===== config.mk =====
export PLATFORM = sky130hd
export DESIGN_NAME = ssd_scan_driver
export DESIGN_NICKNAME = d
export VERILOG_FILES = /design/src/rtl/ssd_pkg.sv /design/src/rtl/ssd_hex_decoder.sv /design/src/rtl/ssd_scan_driver.sv
export SDC_FILE = /design/constraint.sdc
export NUM_CORES = 1
export LEC_CHECK = 0
export CORE_AREA = 5 5 85 87
export DETAILED_ROUTE_END_ITERATION = 7
export DIE_AREA = 0 0 90 92
export GPL_TIMING_DRIVEN = 0
export PLACE_DENSITY_LB_ADDON = 0.15
export SYNTH_ARGS = -nofsm -noshare
export SYNTH_HDL_FRONTEND = slang
export SYNTH_SLANG_ARGS = --single-unit

===== constraint.sdc =====
create_clock -name clk -period 2.8 [get_ports clk]
set_clock_uncertainty 0.15 [all_clocks]
set_input_delay 0.84 -clock clk [delete_from_list [all_inputs] [get_ports clk]]
set_output_delay 0.84 -clock clk [all_outputs]
set_load 0.02 [all_outputs]

===== src/rtl/ssd_pkg.sv =====
// Shared seven-segment constants: active-low segment table ({g..a}) and the all-dark pattern.
package ssd_pkg;

  localparam logic [6:0] SEG_OFF = 7'h7F;

  // Entry n is the glyph for hex value n; listed F down to 0 so index n lands on glyph n.
  localparam logic [15:0][6:0] SEG_TBL = {
    7'h0E, 7'h06, 7'h21, 7'h46, 7'h03, 7'h08, 7'h10, 7'h00,
    7'h78, 7'h02, 7'h12, 7'h19, 7'h30, 7'h24, 7'h79, 7'h40
  };

endpackage


===== src/rtl/ssd_hex_decoder.sv =====
// Combinational hex nibble to active-low seven-segment pattern.
module ssd_hex_decoder
  import ssd_pkg::*;
(
  input  logic [3:0] nib_i,
  output logic [6:0] seg_o
);

  assign seg_o = SEG_TBL[nib_i];

endmodule


===== src/rtl/ssd_scan_driver.sv =====
// Time-multiplexed seven-segment scanner: prescaled digit slots with dead time,
// per-frame input snapshot, blanking, decimal points and leading-zero suppression.
module ssd_scan_driver
  import ssd_pkg::*;
#(
  parameter int NUM_DIGITS = 4,
  parameter int DIV_CNT    = 100000,
  parameter int DEAD_CYC   = 1000
) (
  input  logic                    clk,
  input  logic                    rst,
  input  logic [4*NUM_DIGITS-1:0] num,
  input  logic [NUM_DIGITS-1:0]   dp_in,
  input  logic [NUM_DIGITS-1:0]   blank,
  input  logic                    lz_en,
  output logic [NUM_DIGITS-1:0]   an,
  output logic [6:0]              seg,
  output logic                    dp,
  output logic                    frame_tick
);

  localparam int SLOT_W = $clog2(DIV_CNT);
  localparam int IDX_W  = (NUM_DIGITS > 1) ? $clog2(NUM_DIGITS) : 1;

  localparam logic [SLOT_W-1:0] SLOT_LAST  = SLOT_W'(DIV_CNT - 1);
  localparam logic [SLOT_W-1:0] DEAD_START = SLOT_W'(DEAD_CYC);
  localparam logic [IDX_W-1:0]  IDX_TOP    = IDX_W'(NUM_DIGITS - 1);

  logic [SLOT_W-1:0]              slot_cnt_q, slot_cnt_d;
  logic [IDX_W-1:0]               idx_q, idx_d;
  logic [NUM_DIGITS-1:0][3:0]     num_snap_q;
  logic [NUM_DIGITS-1:0]          dp_snap_q, blank_snap_q;
  logic                           lz_snap_q;

  logic [NUM_DIGITS-1:0]          an_q, an_d;
  logic [6:0]                     seg_q, seg_d;
  logic                           dp_q, dp_d;
  logic                           frame_tick_q;

  logic                           frame_start;
  logic [NUM_DIGITS-1:0]          hidden;
  logic                           upper_zero;
  logic [6:0]                     cur_seg;
  logic                           lit;

  assign frame_start = (slot_cnt_q == '0) && (idx_q == IDX_TOP);

  always_comb begin
    slot_cnt_d = slot_cnt_q + 1'b1;
    idx_d      = idx_q;
    if (slot_cnt_q == SLOT_LAST) begin
      slot_cnt_d = '0;
      idx_d      = (idx_q == '0) ? IDX_TOP : idx_q - 1'b1;
    end
  end

  // Walk from the most significant digit down; a digit is a leading zero only
  // while every digit above it (and itself) is zero. Digit 0 always shows.
  always_comb begin
    upper_zero = 1'b1;
    hidden     = '0;
    for (int i = NUM_DIGITS - 1; i >= 0; i--) begin
      upper_zero = upper_zero & (num_snap_q[i] == 4'h0);
      hidden[i]  = blank_snap_q[i] | (lz_snap_q & upper_zero & (i != 0));
    end
  end

  ssd_hex_decoder u_dec (
    .nib_i (num_snap_q[idx_q]),
    .seg_o (cur_seg)
  );

  assign lit = (slot_cnt_q >= DEAD_START) && !hidden[idx_q];

  always_comb begin
    an_d  = '1;
    seg_d = SEG_OFF;
    dp_d  = 1'b1;
    if (lit) begin
      an_d  = ~(NUM_DIGITS'(1) << idx_q);
      seg_d = cur_seg;
      dp_d  = ~dp_snap_q[idx_q];
    end
  end

  always_ff @(posedge clk or posedge rst) begin
    if (rst) begin
      slot_cnt_q   <= '0;
      idx_q        <= IDX_TOP;
      num_snap_q   <= '0;
      dp_snap_q    <= '0;
      blank_snap_q <= '0;
      lz_snap_q    <= 1'b0;
      an_q         <= '1;
      seg_q        <= SEG_OFF;
      dp_q         <= 1'b1;
      frame_tick_q <= 1'b0;
    end else begin
      slot_cnt_q   <= slot_cnt_d;
      idx_q        <= idx_d;
      if (frame_start) begin
        num_snap_q   <= num;
        dp_snap_q    <= dp_in;
        blank_snap_q <= blank;
        lz_snap_q    <= lz_en;
      end
      an_q         <= an_d;
      seg_q        <= seg_d;
      dp_q         <= dp_d;
      frame_tick_q <= frame_start;
    end
  end

  assign an         = an_q;
  assign seg        = seg_q;
  assign dp         = dp_q;
  assign frame_tick = frame_tick_q;

endmodule

==> impl_metrics.py <==
metrics = {
    "run_status": {
        "status": "complete, no violations",
    },
    "timing": {
        "slew-limit-headroom": 0.597,
        "finalSetupViolations": 0,
        "tightest_slew_ns": 0.597,
        "grt_setup_unrepaired": "no",
        "slew_violations": 0,
        "hold_viol_final": 0,
        "setup_tns_ns": 0,
        "min_period_over_period": 0.886,
        "min_period_ns": 2.48,
        "max_freq_mhz": 403,
    },
    "floorplan": {
        "initial_core_util": 0.445,
        "dieArea_um2": 8280,
        "coreArea_um2": 6280,
        "num_io_pins": 40,
        "num_rows": 29,
        "die-width_um": 90,
        "die_h_um": 92,
    },
    "placement": {
        "io_buffers": 39,
        "place_congestion": 0.812,
        "dp_hpwl_mm": 4.07,
    },
    "setup_path": {
        "path_buf_inv": 1,
        "crit_arrival_ns": 2.57,
        "worstPathMaxFanout": 9,
        "critPathCaptureType": "flip-flop",
        "cp-start-kind": "flip-flop",
        "cpLargestDelayFamily": "multiplexers",
        "worst-setup-path-type": "flip-flop to flip-flop",
        "worstPathRequired_ns": 2.89,
        "crit_chain": "buf_2 > mux4_2 > ha_1 > mux2_2 > mux2i_1 > nand3_1",
        "cpPeakStageDelay_ns": 0.63,
        "cp_slowest_cell": "mux4_2",
    },
    "logic_synthesis": {
        "synth_xor_area_frac": 0.0408,
        "synth_top_family_by_area": "multiplexers",
        "muxShareOfSynthArea": 0.174,
        "synth_area_um2": 2790,
        "avgSynthCellArea_um2": 12.2,
        "synthCells": 229,
        "synth-compound-area-share": 0.0390,
        "synth_fa_ha_area_frac": 0.0537,
        "ys_seq_area_frac": 0.517,
        "synth_cell_type_count": 39,
        "ys_warn_count": 0,
        "syn_nets": 268,
        "synth-simple-area-share": 0.144,
        "synth_seq_cells": 57,
    },
    "clock_network": {
        "cts_resized": 0,
        "cts-root-buf": "clkbuf_8",
        "path_clk_slew_ns": 0.06,
        "postCtsSetupBuffers": 0,
        "clockBufferDepth": 2,
        "cts_buffers": 9,
        "clock_latency_ns": 0.33,
        "clock_sinks": 57,
        "cts_tree": "built",
        "htreeDepth": 3,
        "cts_hold_buf": 0,
    },
    "finish": {
        "area_delta_synth_final_pct": 26.8,
        "ff_latch_area_um2": 1440,
        "antennaDiodeCount": 0,
        "final_layout_size_suffix_gt1_frac": 0.253,
        "num-nets-final": 319,
        "multi_input_area_um2": 1260,
        "fill_cells": 536,
    },
    "global_route": {
        "grt_pass1_vias": 1841,
        "grt_pass1_wl_mm": 9.05,
        "grt_overflow": 0,
        "grt_util_all_layers": 0.138,
        "antenna_found_initial": 0,
        "grt_max_degree": 37,
    },
    "routing": {
        "drtAntennaViolNets": 0,
        "drt-total-wl_mm": 5.47,
        "first_pass_iters": 4,
        "wl_per_cell_um": 15.1,
        "drc_errors": 0,
        "via_count": 1898,
        "viasPerCell": 5.24,
        "drtIter0Drc": 39,
    },
    "power_and_ir_drop": {
        "power.density_nw_per_um2": 512,
        "p_leak_uw": 0.00151,
        "power_uw": 1820,
        "peakVddDrop_mv": 0.241,
    },
    "hold_path": {
        "hold_class": "flip-flop to flip-flop",
    },
    "flow_run": {
        "drv_cap": 0,
    },
}
[placed cells by master, fill, tap and decap left out, drive strengths merged, types with 4 or more instances in the layout]
cell type,synthesis,routed
clkdlybuf4s50,0,39
clkbuf,4,14
dfrtp,43,43
nor4,5,5
nand4,7,7
buf,6,7
inv,8,8
nor3,8,8
xnor2,10,10
dfstp,14,14
mux2,27,27
mux2i,7,7
nand2,12,12
ha,12,12
a21oi,4,4
nand3,13,13
nor2,15,15
mux4,5,5
[report_power, final]
group / switching (uW) / internal (uW) / total, uW
combinational: 20.9 / 34.5 / 55.3
clock: 325 / 610 / 935
sequential: 0 / 825 / 825
[per-layer routing]
metal	share of wire	up-vias	GRT usage
met2	0.44	40	0.188
met1	0.49	918	0.199
met3	0.055	8	0.0507
met4	0.017	0	0.0558
met5	0	-	0
li1	-	932	-
[area by class of cell]
class	count	area share
Inverter	8	0.00847
Clock inverter	6	0.0297
Tap cell	77	0.0272
Timing Repair Buffer	40	0.116
Sequential cell	57	0.407
Multi-Input combinational cell	154	0.356
Clock buffer	10	0.0388
Buffer	10	0.0162
[cells in the mapped netlist]
master	number	area share
o21ai_0	1	0.0018
o21bai_1	1	0.0027
mux4_2	5	0.040
ha_1	12	0.054
mux2_2	27	0.11
o311ai_0	1	0.0031
buf_2	4	0.0072
nand3_1	13	0.023
and2_1	3	0.0067
a21o_1	1	0.0027
nand4b_1	1	0.0031
nor2_1	15	0.020
a211oi_1	1	0.0027
or4_4	1	0.0040
xor2_1	3	0.0094
nor2b_1	2	0.0045
nor4_1	5	0.011
buf_6	2	0.0081
o31ai_1	1	0.0027
a2bb2oi_1	1	0.0031
nor3_4	1	0.0058
o311a_1	1	0.0036
dfstp_2	14	0.13
clkbuf_1	4	0.0054
inv_1	8	0.011
nor3_1	7	0.013
xnor2_1	10	0.031
a21oi_1	4	0.0072
or4_1	2	0.0054
nor3b_1	1	0.0027
a211o_1	1	0.0031
dfrtp_1	43	0.39
or3_1	2	0.0045
o2111ai_1	2	0.0063
and3_1	1	0.0022
nand2_1	12	0.016
nand4_1	7	0.016
mux2i_1	7	0.025
and4_1	2	0.0063
[sequential cells by signal, summed over array words and instances, names as in the netlist]
signal / flops
lz_snap_q: 1
dp: 1
blank_snap_q: 4
num_snap_q: 16
slot_cnt_q: 17
an: 4
frame_tick: 1
idx_q: 2
seg: 7
dp_snap_q: 4
[cells by family (layout without fill, tap and decap cells)]
family / Yosys count / in the layout
xor gates and xnor gates: 13 / 13
and+or+nand+nor: 75 / 75
buffers and inverters: 18 / 74
adders and majority gates: 12 / 12
DFF: 57 / 57
muxes: 39 / 39
AOI/OAI and AO/OA: 15 / 15
[stage by stage]
stage | instances | instance area [um2] | hold WS [ns] | setup WS, ns | utilization
global placement | 345 | 3280 | 0.325 | -0.621 | 0.523
CTS | 362 | 3540 | 0.334 | 0.302 | 0.564
global route | 362 | 3540 | 0.353 | 0.173 | 0.564
finish | 362 | 3540 | 0.336 | 0.320 | 0.564
floorplan | 229 | 2790 | 0.305 | 0.434 | -
detailed placement | 346 | 3300 | 0.325 | 0.307 | 0.526
[path summary, 6_finish.rpt]
kind | start | end | slack (ns) | cells after the start
max | idx_q[0]$_DFFE_PP1N_ | seg[3]$_DFF_PP1_ | 0.32 | 6
min | slot_cnt_q[0]$_DFF_PP0_ | slot_cnt_q[0]$_DFF_PP0_ | 0.34 | 1
max reg2reg | idx_q[0]$_DFFE_PP1N_ | seg[3]$_DFF_PP1_ | 0.32 | 6
min reg2reg | slot_cnt_q[0]$_DFF_PP0_ | slot_cnt_q[0]$_DFF_PP0_ | 0.34 | 1
max in group asynchronous | rst | idx_q[0]$_DFFE_PP1N_ | 1.20 | 3
min in group asynchronous | rst | slot_cnt_q[3]$_DFF_PP0_ | 0.69 | 2
(Power assumes the default switching activity.)
